### config.mk
export PLATFORM = sky130hd
export DESIGN_NAME = rab_ar_port_buffer
export DESIGN_NICKNAME = d
export VERILOG_FILES = /design/src/rtl/rab_pkg.sv /design/src/rtl/rab_ar_port_buffer.sv
export SDC_FILE = /design/constraint.sdc
export NUM_CORES = 1
export LEC_CHECK = 0
export CORE_ASPECT_RATIO = 0.6
export CORE_MARGIN = 2
export CORE_UTILIZATION = 30
export DETAILED_ROUTE_END_ITERATION = 6
export PLACE_DENSITY_LB_ADDON = 0.25
export SLEW_MARGIN = 20
export SYNTH_ARGS = -nofsm -noshare
export SYNTH_HDL_FRONTEND = slang
export SYNTH_SLANG_ARGS = --single-unit
### constraint.sdc
create_clock -name s_axi_aclk -period 1.7 [get_ports s_axi_aclk]
set_clock_uncertainty 0.1 [all_clocks]
set_input_delay 0.255 -clock s_axi_aclk [delete_from_list [all_inputs] [get_ports s_axi_aclk]]
set_output_delay 0.255 -clock s_axi_aclk [all_outputs]
set_load 0.01 [all_outputs]
### src/rtl/rab_pkg.sv
// Shared types for the RAB per-port read-address front end.
package rab_pkg;

  // ID width carried in the captured request; ports must match this width.
  localparam int unsigned RAB_ID_WIDTH = 8;

  localparam logic [1:0] RESP_SLVERR = 2'b10;

  typedef enum logic [1:0] {
    ST_IDLE   = 2'd0,
    ST_LOOKUP = 2'd1,
    ST_SEND   = 2'd2,
    ST_ERR    = 2'd3
  } ar_state_e;

  typedef struct packed {
    logic [RAB_ID_WIDTH-1:0] id;
    logic [31:0]             addr;
    logic [7:0]              len;
    logic [2:0]              size;
  } ar_req_t;

endpackage

### src/rtl/rab_ar_port_buffer.sv
// Per-port AR front end: captures one slave AR, asks the RAB core for a
// translation, then either forwards it on the master AR channel or answers
// the whole burst locally with SLVERR beats.
//
// state  | meaning
// -------+-------------------------------------------------------------
// IDLE   | ready for a new slave AR (arready high)
// LOOKUP | request presented to the core, waiting for accept/drop
// SEND   | translated request on master AR, waiting for arready
// ERR    | emitting len+1 SLVERR read beats to the upstream master
module rab_ar_port_buffer
  import rab_pkg::*;
#(
  parameter int unsigned C_AXI_ID_WIDTH   = RAB_ID_WIDTH,
  parameter int unsigned C_AXI_DATA_WIDTH = 64
) (
  input  logic                        s_axi_aclk,
  input  logic                        s_axi_aresetn,
  input  logic [C_AXI_ID_WIDTH-1:0]   s_axi_arid,
  input  logic [31:0]                 s_axi_araddr,
  input  logic [7:0]                  s_axi_arlen,
  input  logic [2:0]                  s_axi_arsize,
  input  logic                        s_axi_arvalid,
  output logic                        s_axi_arready,
  output logic [31:0]                 core_addr,
  output logic [C_AXI_ID_WIDTH-1:0]   core_id,
  output logic [7:0]                  core_len,
  output logic [2:0]                  core_size,
  output logic                        core_addr_valid,
  output logic                        core_type,
  output logic                        core_sent,
  input  logic [31:0]                 core_out_addr,
  input  logic                        core_accept,
  input  logic                        core_drop,
  output logic [C_AXI_ID_WIDTH-1:0]   m_axi_arid,
  output logic [31:0]                 m_axi_araddr,
  output logic [7:0]                  m_axi_arlen,
  output logic [2:0]                  m_axi_arsize,
  output logic                        m_axi_arvalid,
  input  logic                        m_axi_arready,
  output logic [C_AXI_ID_WIDTH-1:0]   err_rid,
  output logic [C_AXI_DATA_WIDTH-1:0] err_rdata,
  output logic [1:0]                  err_rresp,
  output logic                        err_rlast,
  output logic                        err_rvalid,
  input  logic                        err_rready
);

  ar_state_e   state_q, state_d;
  ar_req_t     req_q, req_d;
  logic [31:0] araddr_q, araddr_d;
  logic [7:0]  cnt_q, cnt_d;
  logic        arready_q, arready_d;

  // Next-state, request capture, translated address and error beat counter.
  always_comb begin
    state_d   = state_q;
    req_d     = req_q;
    araddr_d  = araddr_q;
    cnt_d     = cnt_q;
    core_sent = 1'b0;
    case (state_q)
      ST_IDLE: begin
        if (s_axi_arvalid && arready_q) begin
          req_d.id   = s_axi_arid;
          req_d.addr = s_axi_araddr;
          req_d.len  = s_axi_arlen;
          req_d.size = s_axi_arsize;
          state_d    = ST_LOOKUP;
        end
      end
      ST_LOOKUP: begin
        // Accept has priority if the core ever raises both.
        if (core_accept) begin
          araddr_d = core_out_addr;
          state_d  = ST_SEND;
        end else if (core_drop) begin
          cnt_d   = req_q.len;
          state_d = ST_ERR;
        end
      end
      ST_SEND: begin
        if (m_axi_arready) begin
          core_sent = 1'b1;
          state_d   = ST_IDLE;
        end
      end
      ST_ERR: begin
        if (err_rready) begin
          if (cnt_q == 8'd0) begin
            state_d = ST_IDLE;
          end else begin
            cnt_d = cnt_q - 8'd1;
          end
        end
      end
      default: state_d = ST_IDLE;
    endcase
    // Registered ready: high exactly while the FSM sits in IDLE.
    arready_d = (state_d == ST_IDLE);
  end

  // State and datapath registers, cleared asynchronously.
  always_ff @(posedge s_axi_aclk or negedge s_axi_aresetn) begin
    if (!s_axi_aresetn) begin
      state_q   <= ST_IDLE;
      req_q     <= '0;
      araddr_q  <= '0;
      cnt_q     <= '0;
      arready_q <= 1'b1;
    end else begin
      state_q   <= state_d;
      req_q     <= req_d;
      araddr_q  <= araddr_d;
      cnt_q     <= cnt_d;
      arready_q <= arready_d;
    end
  end

  // Flags a core that claims both hit and miss for the same lookup.
  always_ff @(posedge s_axi_aclk) begin
    if (s_axi_aresetn && state_q == ST_LOOKUP) begin
      assert (!(core_accept && core_drop))
        else $warning("rab_ar_port_buffer: core_accept and core_drop together, accept taken");
    end
  end

  assign s_axi_arready   = arready_q;

  assign core_addr       = req_q.addr;
  assign core_id         = req_q.id;
  assign core_len        = req_q.len;
  assign core_size       = req_q.size;
  assign core_addr_valid = (state_q == ST_LOOKUP);
  assign core_type       = 1'b0;

  assign m_axi_arid      = req_q.id;
  assign m_axi_araddr    = araddr_q;
  assign m_axi_arlen     = req_q.len;
  assign m_axi_arsize    = req_q.size;
  assign m_axi_arvalid   = (state_q == ST_SEND);

  assign err_rid         = req_q.id;
  assign err_rdata       = '0;
  assign err_rresp       = RESP_SLVERR;
  assign err_rvalid      = (state_q == ST_ERR);
  assign err_rlast       = (state_q == ST_ERR) && (cnt_q == 8'd0);

endmodule
### Word-level counts from Yosys, hierarchy flattened

Cells that the tools add are included.

| operators by class | value |
|---|---|
| muxes and demuxes | 14 |
| reductions and logical operators | 9 |
| add/subtract/negate cells | 1 |
| equality and inequality tests | 7 |

Operators by type and width:

| cell | count |
|---|---|
| $mux 8 | 4 |
| $pmux 8 s2 | 1 |
| $mux 2 | 6 |
| $logic_not 8->1 | 1 |
| $pmux 2 s4 | 1 |
| $sub 8x1->8 const B | 1 |
| $reduce_and 5->1 | 1 |
| $eq 2x2->1 const B | 2 |
| $logic_not 2->1 | 2 |
| $ne 2x1->1 const B | 2 |
| $ne 2x2->1 const B | 2 |
| $reduce_and 2->1 | 2 |
| $eq 2x1->1 const B | 1 |
| $logic_and 1x1->1 | 2 |
| $mux 1 | 2 |
| $reduce_bool 2->1 | 1 |

| word-level totals | value |
|---|---|
| flip-flop bits (word level) | 94 |
| word-level logic and storage cells | 39 |
| output and inout bits | 183 |
| input bits | 90 |

### Logic depth before layout (Yosys ltp)

| depth | value |
|---|---|
| depth after elaboration | 5 |
| gate-level depth with buffers | 6 |
| gate-level depth less buffers | 6 |

### Least setup slack after synthesis

No wires, ideal clock.

| timing path | value |
|---|---|
| path kind | register to register |
| from | register cnt_q[0] |
| to | register cnt_q[1] |
| required time | 1.475 ns |
| arrival time | 1.422 ns |
| period minus slack after synthesis | 1.648 ns |
| stages on the path, launching flop included | 7 |
| library setup time | 0.125 ns |
| setup slack | 0.052 ns |
| path buffers | 0 |
| cells stage by stage | dfrtp_1 > inv_1 > ha_1 > nor3b_2 > nand3_1 > and2_4 > mux2i_1 |

| between the ends | value |
|---|---|
| cells in the longest elaborated chain, start to end | 4 |
| elaborated cells between the ends (all ways) | 7 |

Ends and longest elaborated chain:

| item | line | text |
|---|---|---|
| from (decl) | rab_ar_port_buffer.sv:52 | `logic [7:0] cnt_q, cnt_d;` |
| from (signal assigned) | rab_ar_port_buffer.sv:115 | `cnt_q <= cnt_d;` |
| $sub 8x1->8 | rab_ar_port_buffer.sv:93 | `cnt_d = cnt_q - 8'd1;` |
| $mux 8 | rab_ar_port_buffer.sv:90 | `if (cnt_q == 8'd0) begin` |
| $mux 8 | rab_ar_port_buffer.sv:89 | `if (err_rready) begin` |
| $pmux 8 s2 | rab_ar_port_buffer.sv:62 | `case (state_q)` |

Several ways; a longest one is shown, not always the timed one. The select of a mux whose other input is x is not followed.
A chain may end at the register's enable or synchronous reset.

### Worst setup path in the final report

| timing path | value |
|---|---|
| from | register state_q[1] |
| to | register req_q, in the netlist core_addr[0] |

| between the ends | value |
|---|---|
| cells in the longest elaborated chain, start to end | 2 |

Ends and longest elaborated chain:

| item | line | text |
|---|---|---|
| from (decl) | rab_ar_port_buffer.sv:49 | `ar_state_e state_q, state_d;` |
| from (signal assigned) | rab_ar_port_buffer.sv:112 | `state_q <= state_d;` |
| $logic_not 2->1 | rab_ar_port_buffer.sv:62 |  |
| $reduce_and 2->1 (no line) | n/a |  |
| to (signal assigned) | rab_ar_port_buffer.sv:113 | `req_q <= req_d;` |
| to (decl) | rab_ar_port_buffer.sv:50 | `ar_req_t req_q, req_d;` |

No other way between the ends.

==> results.cfg <==
[outcome]
status = finished with violations
violations = negative setup slack

[min_path]
hold_path.class = in -> async

[setup_path]
cp_data_arrival_time_ns = 1.94
endpoint_kind = flip-flop
crit_path_start_kind = flip-flop
critical_path.cell_chain = buf_6 -> nand3b_1 -> nor2_4 -> buf_12 -> clkbuf_16 -> mux2_4
slowest_stage = dfrtp_1
critPathRequiredTime_ns = 1.83
worst-r2r-setup-slack_ns = -0.12
worst_setup_path_type = reg -> reg
r2r_start = state_q[1]
regToRegEndpoint = core_addr[0]
reg2reg_depth = 6
crit_path_max_fanout = 8
critical_path.max_stage_delay_ns = 0.40

[detailed_routing]
antenna_violating_nets_post_route = 0
drt-vias-per-instance = 4.22
drt-pass1-iter-count = 4
totalWireLength_um = 12300
dr_total_vias = 3293
drt_iter0_markers = 115
detail_route.wl_per_cell_um = 15.8
number_of_remaining_drc_errors = 0

[finish]
n_fill_cell = 1312
design_area_sq_um = 7340
areaGrowthSynthToFinish_pct = 61.9
nets = 668
drive_above_1_share_pct = 29.2
layout.core_utilization_pct = 50.1
antenna_cells = 0

[placed_design]
pre_cts_setup_slack_ns = -0.186
place.gp.congestion = 0.807
place_area_sq_um = 6520
numPortBuffers = 205
hpwlAfterDp_um = 8370

[logic_synthesis]
main_combinational_cell_family_by_area_after_synthesis = multiplexers
share_of_the_synthesized_netlist_area_taken_by_xor_and_xnor_gates_pct = 0
synth_edf_count = 0
synth_async_sr_flop_share_pct = 100
share_of_cell_area_taken_by_muxes_after_synthesis_pct = 20.8
synth_simple_gate_area_share_pct = 4.94
synth.lib_cells_used.distinct = 39
syn-cell-area_sq_um = 4530
syn-mean-instance-area_sq_um = 12.7
netlist.area_leader.share_pct = 51.3
postSynthCellCount = 356
synthAdderAreaFrac_pct = 0.276
synth_sequential_area_ratio_pct = 51.9
yosys_warnings = 0
ys_seq_elements = 94
synth_top_area_cell = dfrtp_1
netlist_top_cells_area = dfrtp_1, mux2_2, buf_4
synth_compound_area_share_pct = 4.00
postSynth.topFlopCell = dfrtp_1

[global_routing]
vias_in_the_first_global_route = 3265
grt_first_pass_wirelength_um = 17300
grtUsageTotal_pct = 13.5
largest_net_degree_at_the_start_of_global_routing = 44
grt_overflow = 0
number_of_antenna_violations_at_the_first_check_in_global_routing = 0

[floorplan]
die_w_um = 163
fp.dieArea_sq_um = 16100
placement_rows = 34
fp.dieH_um = 99.2
floorplan.initialDensity_pct = 31.0
io_pins = 273
core_area_sq_um = 14600

[timing]
fin_ws_ns = -0.117
rsz0062_at_grt = yes
maxClockFrequency_ghz = 0.550
finalHoldWorstSlack_ns = 0.275
setup_violations = 54
final_slew_viol_count = 0
final-hold-violation-count = 0
min_period_over_period_pct = 107
finalCriticalPeriod_ns = 1.82

[cts]
tritoncts = built
numCtsBuffers = 9
clk_pin_slew_worst_paths_ns = 0.08
clock_tree.htree_level_count = 3
clock_insertion_delay_worst_skew_ns = 0.34
clock_sink_count = 94
clock-root-buffer = clkbuf_16
clk_path_buf_depth = 2

[job]
max_cap_violations = 0

[pwr]
total_leakage_power_uw = 0.00327
peakVddDrop_v = 0.000782
fin_total_pwr_uw = 13600
power-per-cell-area_nw_per_um2 = 1860
## Yosys cell counts (3+ instances only)
cell type  count
and3_1         3
nand2_1        4
buf_6          5
nand2b_1       3
o21ai_0       10
inv_1          4
buf_2          5
dfrtp_1       93
buf_4         95
a21oi_1        9
mux2_2        82
nor2_1         8
## worst max path at each step
stage                              from             to  slack, ns  cells past startpoint
final                        state_q[1]   core_addr[0]      -0.12                      6
after global routing           cnt_q[1]      err_rlast      -0.19                      6
after CTS                      cnt_q[0]      err_rlast      -0.16                      6
after detailed placement  s_axi_arvalid  core_addr[24]      -0.19                      5
after global placement         cnt_q[0]      err_rlast      -0.18                      6
after floorplan                cnt_q[0]       cnt_q[1]       0.05                      6
## sequential cells by signal, summed over array words and instances (netlist names)
register       flops
core_id            8
cnt_q              8
m_axi_araddr      32
core_len           8
state_q            2
s_axi_arready      1
core_size          3
core_addr         32
## worst max-delay path: cells and delay by family (launching register included)
family        cells  cell delay (ns)
mux               1             0.30
flops             1             0.40
simple gates      2             0.40
buf+inv           3             0.49
## where the power goes
part           internal [uW]  switching, uW
registers               3400            761
logic                   4800           2730
clock network           1020            923
## per-stage QoR
stage,TNS [ns],cells
2_1_floorplan,0,421
3_3_place_gp,-6.40,743
3_5_place_dp,-8.22,743
4_1_cts,-1.38,764
5_1_grt,-8.28,780
6_report,-4.86,780
## layout by cell type (no fill, tap or decap), types with 6 or more instances in the layout
master           netlist  routed
conb_1                 2      67
clkbuf_16              0      13
buf_6                  5       6
mux2_4                 0      51
nor2_1                 8       8
mux2_2                82      32
clkdlybuf4s50_1        0     193
a21oi_1                9       8
buf_4                 95      31
dfrtp_1               93      91
o21ai_0               10       7
buf_12                 0       6
## cell families (layout without fill, tap and decap cells)
family,Yosys count,in the layout
compound gates,30,30
fa+ha+maj,1,1
buf+inv,109,270
flops,94,94
mux,84,84
other cells,2,67
simple gates,36,36
## layer usage
metal	share of wire, %	track usage (%)	up-vias
met5	0	0	-
met3	9.9	6.09	11
met1	44	16.8	1632
met2	45	21.7	149
li1	-	-	1501
met4	0.82	3.06	0
## timing repair
action	CTS	global route
resized for setup	28	75
pin swaps	1	11
endpoints found under the setup margin	12	69
hold buffers	1	0
setup buffers	4	10
hold endpoints to repair	25	0
gates cloned	0	6
## final cells by class
cell class                 count  area [sq um]  area share [%]
multi-input combinational    218          1860            25.4
clock buffer                  10           229            3.12
tap                          198           248            3.38
sequential                    94          2360            32.1
timing repair buffer         250          2580            35.1
inverter                       4          15.0           0.205
clock inverter                 6          51.3           0.699
No activity file was read; power rests on OpenSTA's default activity.
